$ cat src/rtl/control_read_pipe_if.sv
// Bundle of the fetch, execute and writeback handshakes around control_read_pipe.
// master = surrounding pipeline, slave = the read-stage controller.
interface control_read_pipe_if #(
  parameter int INSTR_W    = 8,
  parameter int REG_ADDR_W = 2
);
  logic                  in_valid;
  logic [INSTR_W-1:0]    instr;
  logic                  in_ready;
  logic                  out_valid;
  logic                  out_ready;
  logic                  wb_valid;
  logic [REG_ADDR_W-1:0] wb_addr;
  logic                  ir2_load;
  logic                  r1r2_load;
  logic                  r1_sel;
  logic                  stall;
  logic                  halted;

  modport master (
    output in_valid, instr, out_ready, wb_valid, wb_addr,
    input  in_ready, out_valid, ir2_load, r1r2_load, r1_sel, stall, halted
  );

  modport slave (
    input  in_valid, instr, out_ready, wb_valid, wb_addr,
    output in_ready, out_valid, ir2_load, r1r2_load, r1_sel, stall, halted
  );
endinterface

$ cat src/rtl/control_read_pipe.sv
// Read-stage controller: decodes register use, scoreboards pending writes, issues to execute.
// Optional macro CONTROL_READ_WB_BYPASS_EN lets a same-cycle writeback clear hide the hazard.
module control_read_pipe #(
  parameter int INSTR_W    = 8,
  parameter int REG_ADDR_W = 2,
  parameter int ORI_REG    = 1
) (
  input logic                clock,
  input logic                reset,
  control_read_pipe_if.slave bus
);
  localparam int NUM_REGS = 2 ** REG_ADDR_W;
  localparam logic [REG_ADDR_W-1:0] ORI_ADDR = REG_ADDR_W'(ORI_REG);

  typedef enum logic {RUN, HALT} state_t;

  state_t                state, state_next;
  logic [NUM_REGS-1:0]   pending, pending_next, pending_eff;
  logic                  out_valid_q, out_valid_next;

  logic [3:0]            opcode;
  logic [REG_ADDR_W-1:0] r1_addr, r2_addr, dest_addr;
  logic is_shift, is_ori, is_add, is_sub, is_nand, is_load, is_store, is_stop;
  logic reads_r1, reads_r2, writes_r1, has_dest, reads_any, hazard;
  logic can_accept, issue;

  assign opcode  = bus.instr[3:0];
  assign r1_addr = REG_ADDR_W'(bus.instr[7:6]);
  assign r2_addr = REG_ADDR_W'(bus.instr[5:4]);

  // shift and ori match on the low three bits; unlisted opcodes fall through as nop
  assign is_shift = (opcode[2:0] == 3'd3);
  assign is_ori   = (opcode[2:0] == 3'd7);
  assign is_load  = (opcode == 4'd0);
  assign is_stop  = (opcode == 4'd1);
  assign is_store = (opcode == 4'd2);
  assign is_add   = (opcode == 4'd4);
  assign is_sub   = (opcode == 4'd6);
  assign is_nand  = (opcode == 4'd8);

  assign reads_r2  = is_add | is_sub | is_nand | is_load | is_store;
  assign reads_r1  = reads_r2 | is_shift;
  assign writes_r1 = is_add | is_sub | is_nand | is_shift | is_load;
  assign has_dest  = writes_r1 | is_ori;
  assign dest_addr = is_ori ? ORI_ADDR : r1_addr;
  assign reads_any = reads_r1 | is_ori;

`ifdef CONTROL_READ_WB_BYPASS_EN
  always_comb begin
    pending_eff = pending;
    if (bus.wb_valid) pending_eff[bus.wb_addr] = 1'b0;
  end
`else
  assign pending_eff = pending;
`endif

  assign hazard = (reads_r1 & pending_eff[r1_addr])
                | (reads_r2 & pending_eff[r2_addr])
                | (is_ori   & pending_eff[ORI_ADDR])
                | (has_dest & pending_eff[dest_addr]);

  always_comb begin
    state_next     = state;
    pending_next   = pending;
    out_valid_next = out_valid_q;
    can_accept     = 1'b0;
    issue          = 1'b0;
    bus.in_ready   = 1'b0;
    bus.stall      = 1'b0;
    bus.ir2_load   = 1'b0;
    bus.r1r2_load  = 1'b0;
    bus.r1_sel     = 1'b0;

    can_accept    = !reset && !hazard && (state == RUN) && (bus.out_ready || !out_valid_q);
    issue         = bus.in_valid && can_accept;
    bus.in_ready  = can_accept;
    bus.stall     = !reset && bus.in_valid && hazard && (state == RUN);
    bus.ir2_load  = issue && !is_stop;
    bus.r1r2_load = issue && reads_any;
    bus.r1_sel    = issue && is_ori;

    if (issue && is_stop) state_next = HALT;

    if (bus.ir2_load) out_valid_next = 1'b1;
    else if (bus.out_ready && out_valid_q) out_valid_next = 1'b0;

    // clear first so that a same-entry set in this cycle wins
    if (bus.wb_valid) pending_next[bus.wb_addr] = 1'b0;
    if (issue && has_dest) pending_next[dest_addr] = 1'b1;
  end

  always_ff @(posedge clock) begin
    if (reset) begin
      state       <= RUN;
      pending     <= '0;
      out_valid_q <= 1'b0;
    end else begin
      state       <= state_next;
      pending     <= pending_next;
      out_valid_q <= out_valid_next;
    end
  end

  assign bus.out_valid = out_valid_q;
  assign bus.halted    = (state == HALT);
endmodule

$ cat src/flat_wrapper.sv
// flat-port wrapper written by rule: the top's interface ports become plain ports
module control_read_pipe_flat 
#(
  parameter int INSTR_W    = 8,
  parameter int REG_ADDR_W = 2,
  parameter int ORI_REG    = 1
)
  (clock, reset, bus_in_valid, bus_instr, bus_out_ready, bus_wb_valid, bus_wb_addr, bus_in_ready, bus_out_valid, bus_ir2_load, bus_r1r2_load, bus_r1_sel, bus_stall, bus_halted);
  control_read_pipe_if #(.INSTR_W(INSTR_W), .REG_ADDR_W(REG_ADDR_W)) bus_i ();
  input logic clock;
  input logic reset;
  input wire logic [$bits(bus_i.in_valid)-1:0] bus_in_valid;
  input wire logic [$bits(bus_i.instr)-1:0] bus_instr;
  input wire logic [$bits(bus_i.out_ready)-1:0] bus_out_ready;
  input wire logic [$bits(bus_i.wb_valid)-1:0] bus_wb_valid;
  input wire logic [$bits(bus_i.wb_addr)-1:0] bus_wb_addr;
  output wire logic [$bits(bus_i.in_ready)-1:0] bus_in_ready;
  output wire logic [$bits(bus_i.out_valid)-1:0] bus_out_valid;
  output wire logic [$bits(bus_i.ir2_load)-1:0] bus_ir2_load;
  output wire logic [$bits(bus_i.r1r2_load)-1:0] bus_r1r2_load;
  output wire logic [$bits(bus_i.r1_sel)-1:0] bus_r1_sel;
  output wire logic [$bits(bus_i.stall)-1:0] bus_stall;
  output wire logic [$bits(bus_i.halted)-1:0] bus_halted;
  assign bus_i.in_valid = bus_in_valid;
  assign bus_i.instr = bus_instr;
  assign bus_i.out_ready = bus_out_ready;
  assign bus_i.wb_valid = bus_wb_valid;
  assign bus_i.wb_addr = bus_wb_addr;
  assign bus_in_ready = bus_i.in_ready;
  assign bus_out_valid = bus_i.out_valid;
  assign bus_ir2_load = bus_i.ir2_load;
  assign bus_r1r2_load = bus_i.r1r2_load;
  assign bus_r1_sel = bus_i.r1_sel;
  assign bus_stall = bus_i.stall;
  assign bus_halted = bus_i.halted;
  control_read_pipe #(.INSTR_W(INSTR_W), .REG_ADDR_W(REG_ADDR_W), .ORI_REG(ORI_REG)) u_core (.clock(clock), .reset(reset), .bus(bus_i));
endmodule
$ cat config.mk
export PLATFORM = sky130hd
export DESIGN_NAME = control_read_pipe_flat
export DESIGN_NICKNAME = d
export VERILOG_FILES = /design/src/rtl/control_read_pipe_if.sv /design/src/rtl/control_read_pipe.sv /design/src/flat_wrapper.sv
export SDC_FILE = /design/constraint.sdc
export NUM_CORES = 1
export LEC_CHECK = 0
export BUFFER_PORTS_ARGS = -buffer_cell sky130_fd_sc_hd__buf_4
export CORE_AREA = 2 2 39 41
export DETAILED_ROUTE_END_ITERATION = 16
export DIE_AREA = 0 0 41 43
export PLACE_DENSITY = 0.75
export SYNTH_ARGS = -nofsm -noshare
export SYNTH_HDL_FRONTEND = slang
export SYNTH_SLANG_ARGS = --single-unit
export TNS_END_PERCENT = 50
$ cat constraint.sdc
create_clock -name clock -period 1.8 [get_ports clock]
set_input_delay 0 -clock clock [delete_from_list [all_inputs] [get_ports clock]]
set_output_delay 0 -clock clock [all_outputs]
set_load 0.03 [all_outputs]
==> results.cfg <==
[logic_synthesis]
synth_edf_count = 0
yosysTopAreaCell = dfxtp_1
synth_top_area_share_pct = 23.19
synthCells = 61
avgSynthCellArea_um2 = 8.492
synth_seq_cells = 6
synth_area_leaders = dfxtp_1 (23%), mux2_2 (4.3%), mux4_2 (4.3%)
syn_nets = 76
ys_warn_count = 0
synth_ff_type = dfxtp_1
netlist_area_um2 = 518.0
yosys.cell_types.count = 34
async_flop_share_pct = 0
yosysSeqAreaShare_pct = 23.19

[power]
power_frac_comb_pct = 32.9
pwr-share-clk_pct = 31.6
swShare_pct = 31.12
leakagePower_nw = 0.3226
max-vdd-ir-drop_v = 0.0004242
powerDensity_nw_per_um2 = 540.2
seqPwrFrac_pct = 35.5
p_total_mw = 0.4069
power.switching_mw = 0.1266
p_int_mw = 0.2803

[placed_design]
place_inst = 96
port_buffers = 21
gp_congestion = 0.7892
dp_hpwl_um = 1034
place_area_um2 = 689.4
post-place-ws_ps = 81.06

[global_routing]
grt_usage_pct = 20.06
grt_overflow = 0
grt_pass1_vias = 548
top_usage_layer = met2
met3_usage_pct = 3.141
grt_max_degree = 10
use_met2_pct = 32.81
grt_pass1_wl_um = 2401
grt_util_met1_pct = 25.73
antenna_found_initial = 0

[routing]
drt-vias-per-instance = 5.485
drc_errors = 0
routed_wl_um = 1448
drtIter0Drc = 11
drtAntennaViolNets = 0
post_drt_wl_per_cell_um = 14.06
firstDrtPassIters = 4
dr_total_vias = 565

[cts]
h-tree-depth = 1
clkTransAtPathRegs_ps = 50
clk_latency_ps = 250
clockBufferDepth = 2
cts.sinks = 6
root_buffer = clkbuf_4
cts_buffers = 3
cts_tree = done

[sta]
tightest_slew_ps = 482.3
finalCriticalPeriod_ps = 1928
finClkSkew_ps = 7.244
finalHoldViolCount = 0
setup_ws_ps = -128.5
rsz0062_at_grt = yes
setup_tns_ps = -379.2
max-slew-margin-rel_pct = 67.55
max_freq_mhz = 518.5
fin_crit_sh_pct = 107.1
hold_ws_ps = 7.959
drv_slew = 0
setup_violations = 5

[die]
die_area_um2 = 1763
core-area_um2 = 1384
start_util_pct = 37.43
die_h_um = 43
rows = 14
io_pins = 22
fp.dieW_um = 41

[final_layout]
fin_cells = 103
stdcell_area_um2 = 753.2
n_antenna_cell = 0
area_growth_pct = 45.41
nNetsFinal = 104
final_common_cell = buf_4
drive_gt1_share_pct = 47.13
fin_util_pct = 54.43
layout_common_cells = buf_4 (23), nand2_1 (4), nor2_1 (4), dfxtp_2 (4)

[worst_setup_path]
end_kind = output port
worstSetupPathType = flip-flop to output port
cp.arrival_ps = 1930
crit_fanout = 7
reg2regPathDepth = 5
crit_required_ps = 1800
startpoint_type = flip-flop

[status]
violations = setup timing
status = finished, violations left

[worst_hold_path]
whs_path_depth = 3
hold_class = input port to flip-flop

[flow_run]
drv_cap = 0
## routing by layer
layer | routed length [um] | part of all wire [%]
met5 | 0 | 0
met4 | 23 | 1.6
met3 | 71 | 4.9
met2 | 736 | 51
met1 | 617 | 43
## cell usage after synthesis (2+ instances only)
library cell  n
nor2_1        4
o31ai_1       2
nor3_1        2
dfxtp_1       6
nand4_1       2
nand2_1       4
o21ai_0       2
mux2_2        2
nor3b_1       2
mux2i_1       2
nand3b_1      3
nand2b_1      2
o32ai_1       2
nand3_1       3
and3_1        2
inv_1         3
## power by group through the flow
stage | sequential, mW | combinational [mW] | clock (mW)
2_1_floorplan | 0.150 | 0.0700 | 0
3_3_place_gp | 0.145 | 0.126 | 0
3_5_place_dp | 0.146 | 0.127 | 0
4_1_cts | 0.144 | 0.131 | 0.129
5_1_grt | 0.145 | 0.144 | 0.134
6_report | 0.144 | 0.134 | 0.129
## cell families (layout without fill, tap and decap cells)
family	Yosys count	count (layout)	synth area share, %
and+or+nand+nor	30	30	34.78
AOI/OAI and AO/OA	15	15	25.12
DFF	6	6	23.19
muxes	5	5	12.56
buffers and inverters	5	31	4.348
## sequential cells by signal, summed over array words and instances, names as in the netlist
name / flops
u_core.pending: 4
u_core.bus.halted: 1
u_core.bus.out_valid: 1
## path summary, 6_finish.rpt
check                                    to  slack [ps]                    startpoint
max reg2reg    u_core.pending[0]$_SDFF_PP0_         200  u_core.pending[3]$_SDFF_PP0_
max                            bus_in_ready        -130  u_core.pending[3]$_SDFF_PP0_
min reg2reg    u_core.pending[0]$_SDFF_PP0_         500  u_core.pending[0]$_SDFF_PP0_
min          u_core.bus.halted$_SDFFE_PP0P_           8                  bus_in_valid
## worst max-delay path, cell delays in order, from the launching register on
cell	delay, ps
dfxtp_2	310
mux4_2	470
a32o_2	260
o21bai_4	210
nor4b_2	220
buf_4	200
## cell type report
class,count,area [um^2]
Multi-Input combinational cell,50,380.4
Inverter,3,11.26
Timing Repair Buffer,25,193.9
Sequential cell,6,125.1
Fill cell,130,630.6
Clock buffer,3,22.52
Tap cell,16,20.02
## what timing repair did
| item | in CTS | in global routing |
|---|---|---|
| endpoints found under the setup margin | 5 | 5 |
| hold buffers | 1 | 0 |
| pin swaps | 3 | 1 |
| gates resized for setup | 5 | 0 |
| hold endpoints to repair | 1 | 0 |
| buffers inserted | 2 | 1 |
Note: power is estimated with default switching activity, not from simulation.
